$ cat config.mk
export PLATFORM = sky130hd
export DESIGN_NAME = game_sequencer
export DESIGN_NICKNAME = d
export VERILOG_FILES = /design/src/rtl/game_sequencer_pkg.sv /design/src/rtl/game_sequencer_button_pulse.sv /design/src/rtl/game_sequencer.sv
export SDC_FILE = /design/constraint.sdc
export NUM_CORES = 1
export LEC_CHECK = 0
export BUFFER_PORTS_ARGS = -buffer_cell sky130_fd_sc_hd__clkbuf_2
export CAP_MARGIN = 30
export CORE_MARGIN = 1.5
export CORE_UTILIZATION = 52
export DETAILED_ROUTE_END_ITERATION = 7
export PLACE_DENSITY = 0.74
export SYNTH_ARGS = -nofsm -noshare
export SYNTH_HDL_FRONTEND = slang
export SYNTH_SLANG_ARGS = --single-unit
export TNS_END_PERCENT = 30
$ cat constraint.sdc
create_clock -name CLOCK_50 -period 1.8 [get_ports CLOCK_50]
set_clock_uncertainty 0.1 [all_clocks]
set_input_delay 0.27 -clock CLOCK_50 [delete_from_list [all_inputs] [get_ports CLOCK_50]]
set_output_delay 0.27 -clock CLOCK_50 [all_outputs]
set_load 0.01 [all_outputs]
$ cat src/rtl/game_sequencer_pkg.sv
`default_nettype none
// +----------------------------------------------------------------------+
// | game_sequencer_pkg : shared types and constants for the game FSM     |
// | Rev 1.0                                                              |
// +----------------------------------------------------------------------+
package game_sequencer_pkg;

  typedef enum logic [2:0] {
    IDLE        = 3'd0,
    LOAD_MASTER = 3'd1,
    WAIT_GUESS  = 3'd2,
    GRADE       = 3'd3,
    DONE        = 3'd4
  } state_t;

  typedef logic [2:0] shape_t;

  localparam int unsigned c_num_slots = 4;

  typedef logic [1:0] slot_t;

endpackage
`default_nettype wire

$ cat src/rtl/game_sequencer_button_pulse.sv
`default_nettype none
// +----------------------------------------------------------------------+
// | button_pulse : 2-flop synchronizer plus rising-edge pulse generator  |
// | Rev 1.0                                                              |
// +----------------------------------------------------------------------+
module button_pulse (
  input  logic clk,
  input  logic rst_n,
  input  logic i_btn,
  output logic o_pulse
);

  logic [1:0] r_sync;
  logic       r_prev;
  logic       r_pulse;

  always_ff @(posedge clk or negedge rst_n) begin
    if (!rst_n) begin
      r_sync  <= 2'b00;
      r_prev  <= 1'b0;
      r_pulse <= 1'b0;
    end else begin
      r_sync  <= {r_sync[0], i_btn};
      r_prev  <= r_sync[1];
      r_pulse <= r_sync[1] & ~r_prev;
    end
  end

  assign o_pulse = r_pulse;

endmodule
`default_nettype wire

$ cat src/rtl/game_sequencer.sv
`default_nettype none
// +----------------------------------------------------------------------+
// | game_sequencer : master-pattern entry and round sequencing for the   |
// | guessing game, driving an external grader. Rev 1.0                   |
// +----------------------------------------------------------------------+
module game_sequencer
  import game_sequencer_pkg::*;
#(
  parameter int MAX_ROUNDS  = 8,
  parameter int NUM_SYMBOLS = 6
) (
  input  logic       CLOCK_50,
  input  logic       reset_L,
  input  logic       StartGame,
  input  logic       MasterLoad,
  input  logic [2:0] MasterValue,
  input  logic       GradeIt,
  input  logic       gradeDone,
  input  logic [3:0] Znarly,
  input  logic [3:0] Zood,
  output logic [2:0] master0,
  output logic [2:0] master1,
  output logic [2:0] master2,
  output logic [2:0] master3,
  output logic       gradeStart,
  output logic       gamePlaying,
  output logic [3:0] RoundNumber,
  output logic [3:0] LastZnarly,
  output logic [3:0] LastZood,
  output logic       GameWon,
  output logic       GameOver
);

  localparam logic [3:0] c_max_rounds  = 4'(MAX_ROUNDS);
  localparam logic [3:0] c_num_symbols = 4'(NUM_SYMBOLS);
  localparam slot_t      c_slot_last   = slot_t'(c_num_slots - 1);

  logic   w_start;
  logic   w_load;
  logic   w_grade;
  logic   w_value_ok;
  logic [3:0] w_round_next;

  state_t r_state;
  slot_t  r_slot;
  shape_t r_master [c_num_slots];

  button_pulse u_start_pulse (
    .clk     (CLOCK_50),
    .rst_n   (reset_L),
    .i_btn   (StartGame),
    .o_pulse (w_start)
  );

  button_pulse u_load_pulse (
    .clk     (CLOCK_50),
    .rst_n   (reset_L),
    .i_btn   (MasterLoad),
    .o_pulse (w_load)
  );

  button_pulse u_grade_pulse (
    .clk     (CLOCK_50),
    .rst_n   (reset_L),
    .i_btn   (GradeIt),
    .o_pulse (w_grade)
  );

  assign w_value_ok   = ({1'b0, MasterValue} < c_num_symbols);
  assign w_round_next = RoundNumber + 4'd1;

  // StartGame takes priority in every state, which also covers abort/restart.
  always_ff @(posedge CLOCK_50 or negedge reset_L) begin
    if (!reset_L) begin
      r_state     <= IDLE;
      r_slot      <= '0;
      for (int i = 0; i < c_num_slots; i++) r_master[i] <= '0;
      RoundNumber <= '0;
      LastZnarly  <= '0;
      LastZood    <= '0;
      GameWon     <= 1'b0;
      GameOver    <= 1'b0;
      gradeStart  <= 1'b0;
    end else begin
      gradeStart <= 1'b0;
      if (w_start) begin
        r_state     <= LOAD_MASTER;
        r_slot      <= '0;
        for (int i = 0; i < c_num_slots; i++) r_master[i] <= '0;
        RoundNumber <= '0;
        LastZnarly  <= '0;
        LastZood    <= '0;
        GameWon     <= 1'b0;
        GameOver    <= 1'b0;
      end else begin
        case (r_state)
          LOAD_MASTER: begin
            if (w_load && w_value_ok) begin
              r_master[r_slot] <= MasterValue;
              r_slot           <= r_slot + 2'd1;
              if (r_slot == c_slot_last) r_state <= WAIT_GUESS;
            end
          end
          WAIT_GUESS: begin
            if (w_grade) begin
              gradeStart <= 1'b1;
              r_state    <= GRADE;
            end
          end
          GRADE: begin
            if (gradeDone) begin
              LastZnarly  <= Znarly;
              LastZood    <= Zood;
              RoundNumber <= w_round_next;
              if (Znarly == 4'd4) begin
                GameWon  <= 1'b1;
                GameOver <= 1'b1;
                r_state  <= DONE;
              end else if (w_round_next == c_max_rounds) begin
                GameOver <= 1'b1;
                r_state  <= DONE;
              end else begin
                r_state <= WAIT_GUESS;
              end
            end
          end
          default: ;
        endcase
      end
    end
  end

  assign gamePlaying = (r_state == WAIT_GUESS) || (r_state == GRADE);
  assign master0     = r_master[0];
  assign master1     = r_master[1];
  assign master2     = r_master[2];
  assign master3     = r_master[3];

endmodule
`default_nettype wire

==> metrics.md <==
| Metric | Value |
|---|---|
| Nets@finish | 236 |
| Max Slew Vio Count | 0 |
| Syn Nets | 179 |
| Largest delay share family, worst path | compound AO/OA/AOI/OAI gates |
| CP endpoint kind | flip-flop |
| Final Cell Area | approximately 2200 um^2 |
| Netlist cell types | 28 |
| Fmax | approximately 0.6 GHz |
| WHS | 0.0293 ns |
| Iter 0 DRT Violations | between 60 and 70 |
| Kind of critical path | flip-flop to flip-flop |
| Seq/Total Area, Yosys | between 60% and 70% |
| Worst-skew pair later-pin latency | 0.35 ns |
| Final worst-path setup slack | 0.141 ns |
| Max Root-Sink Buffers | 2 |
| Flip-flop and latch area | 1100 um^2 |
| Synth warnings | 0 |
| Top FF cell, synth | dfrtp_1 |
| DP Area | 2080 um^2 |
| Syn_area_per_cell | around 11 um^2 |
| Min Tclk post-route | between 1.5 and 2 ns |
| Worst EP required | a little under 2 ns |
| CTS tree | built |
| Post-Route WL | 3510 um |
| Chip height | 61.6 um |
| Largest net degree at the start of global routing | 45 |
| N_diodes | 0 |
| Wire length per cell | 13.4 um |
| Net Sw Frac | between 30% and 40% |
| Slew margin rel. | between 60% and 70% |
| Vias in the first global route | about 1.2k |
| Width of the die | approximately 60 um |
| P_sw | approximately 810 uW |
| Period utilisation layout | 92.2% |
| Clock root cell | clkbuf_4 |
| DR DRC count | 0 |
| Setup violation total in the final timing report | 0 |
| Total CTS buffers | 5 |
| First-pass GRT wire length | 5470 um |
| Cts repair resizes | 0 |
| Dpl hpwl | 2400 um |
| Crit path cell chain | nor4bb_1 -> a311oi_1 -> mux2i_1 -> nand2_1 |
| Rows | 21 |
| Util after Layout | between 60% and 70% |
| Area grow syn2layout | 23.4% |
| Worst Path Max Fanout | 7 |
| Initial core utilization | 53.9% |
| WP buf/inv | 0 |
| Leading area contributor after synthesis | dfrtp_1 |
| Core area | 3310 um^2 |
| Metal3 WL | ~120 um |
| Setup TNS | 0 ns |
| Power Density | 1110 nW/um^2 |
| Met2 wire len | 1820 um |
| Max_cap viols | 0 |
| Hold WC Path Type | primary input to flip-flop |
| Post-CTS setup buffer count | 0 |
| Power Internal | approximately 1.6 mW |
| Drt pass-1 iters | 4 |
| Area of the multi-input gates | 648 um^2 |
| Slew @ Worst Pin | 0.528 ns |
| Ranking of synthesized cells by area | dfrtp_1, mux2i_1, nand2_1 |
| RSZ-0062 raised after global routing | no |
| Post-DR vias/cell | 5.11 |
| Leak | 1.19 nW |
| Via count | 1334 |
| Peak supply drop | 0.000679 V |
| Gr usage total | 20.0% |
| Worst-path clk slew | 0.13 ns |
| Antenna viol nets, final | 0 |
| Status | completed |
| Grt total ovfl | 0 |
| Startpoint Class | flip-flop |
| Slowest CP cell | a311oi_1 |
| Port bufs | 44 |
| Number of flops mapped to enable cells by yosys | 0 |
| Final hold viol count | 0 |
| H-tree levels | 2 |
| Top-area cell type share of the netlist area | approximately 62% |
| Crit path DAT | 1.81 ns |
| Seq pwr share | 51.8% |
| Share of cells above drive strength 1 | roughly 28% |
| Metal-1 WL | roughly 1500 um |
| Worst path max stage delay | 0.49 ns |
| Post-Synthesis Cells | between 150 and 200 |
| Clock network fraction of total power | 20.0% |
| Post-synth ARST share | 100% |
| Filler Cell Count | 270 |
| Top Layer Used | met4 |
| Flops & latches, synth | 44 |
| Initial antenna violation count | 0 |
| Post-Syn Area | around 1800 um^2 |
| CTS sink count | 44 |
| Comb power frac | 28.2% |
| Post-place setup slack | 0.190 ns |
| Routability cong. | 0.812 |
| Ports | 45 |
| Die area | 3790 um^2 |
[flip-flops by register name, summed over array words and instances (netlist names), 3 cells and up]
| signal | count |
|---|---|
| master1 | 3 |
| LastZnarly | 4 |
| master2 | 3 |
| r_state | 3 |
| RoundNumber | 4 |
| master0 | 3 |
| LastZood | 4 |
| master3 | 3 |
[through the flow]
step / power, mW / instances
detailed placement: 1.96 / 247
floorplan: 1.68 / 157
global route: 2.62 / 261
global placement: 1.92 / 247
finish: 2.45 / 261
CTS: 2.45 / 259
[cells in the mapped netlist (all sizes together) (2+ instances only)]
cell type / instances
dfrtp: 44
ha: 5
nand2: 25
mux2i: 13
nor2b: 5
inv: 4
o22ai: 2
clkbuf: 3
xor2: 3
buf: 2
nor2: 17
a21oi: 12
nand3: 6
nand2b: 2
xnor2: 2
[tightest hold or removal path, delay by kind of cell]
kind | cells | cell delay, ns
simple gates | 1 | 0.05
compound gates | 1 | 0.05
buf+inv | 1 | 0.08
[repair_timing]
action | CTS | global route
hold buffers | 4 | 2
endpoints found under the setup margin | 0 | 0
endpoints found under the hold margin | 47 | 2
[metal layers]
metal  vias to the layer above  GRT usage (%)
li1                        637              -
met1                       665           26.3
met2                        28           30.2
met3                         4           7.56
met4                         0           7.90
met5                         -              0
[final timing paths]
check	slack, ns	cells after the start	from	to
max	0.14	4	r_state[1]$_DFFE_PN0P_	r_state[0]$_DFFE_PN0P_
min reg2reg	0.27	0	u_load_pulse.r_sync[0]$_DFF_PN0_	u_load_pulse.r_sync[1]$_DFF_PN0_
min in group asynchronous	0.40	3	reset_L	master1[0]$_DFFE_PN0P_
max reg2reg	0.14	4	r_state[1]$_DFFE_PN0P_	r_state[0]$_DFFE_PN0P_
min	0.03	3	Zood[1]	LastZood[1]$_DFFE_PN0P_
max in group asynchronous	0.80	3	reset_L	master3[2]$_DFFE_PN0P_
[power groups by stage]
stage	Combinational, mW	Clock (mW)	Sequential (mW)
detailed placement	0.676	0	1.28
finish	0.689	0.490	1.27
floorplan	0.372	0	1.31
CTS	0.688	0.503	1.26
global placement	0.651	0	1.27
global route	0.774	0.553	1.29
[cell families after synthesis]
kind of cell	count (synthesis)	share of synthesized area (%)
xor gates and xnor gates	5	2.45
and+or+nand+nor	62	16.7
buffers and inverters	9	1.96
AOI/OAI and AO/OA	19	6.38
adders and majority gates	5	3.51
muxes	13	7.29
DFF	44	61.7
[layout make-up]
class | instances | area share (%)
Clock buffer | 6 | 2.33
Clock inverter | 2 | 0.455
Inverter | 4 | 0.682
Multi-Input combinational cell | 104 | 29.4
Sequential cell | 44 | 50.0
Tap cell | 46 | 2.62
Timing Repair Buffer | 55 | 14.4
[cell usage in the layout, fill, tap and decap left out, types with 5 or more instances in the layout]
cell,count
ha_1,5
dlygate4sd3_1,6
nand2_1,25
clkbuf_4,5
buf_4,5
nor2_1,17
clkbuf_2,44
dfrtp_1,44
a21oi_1,12
nor2b_1,5
nand3_1,6
mux2i_1,13
Power figures use the tool's default switching activity.
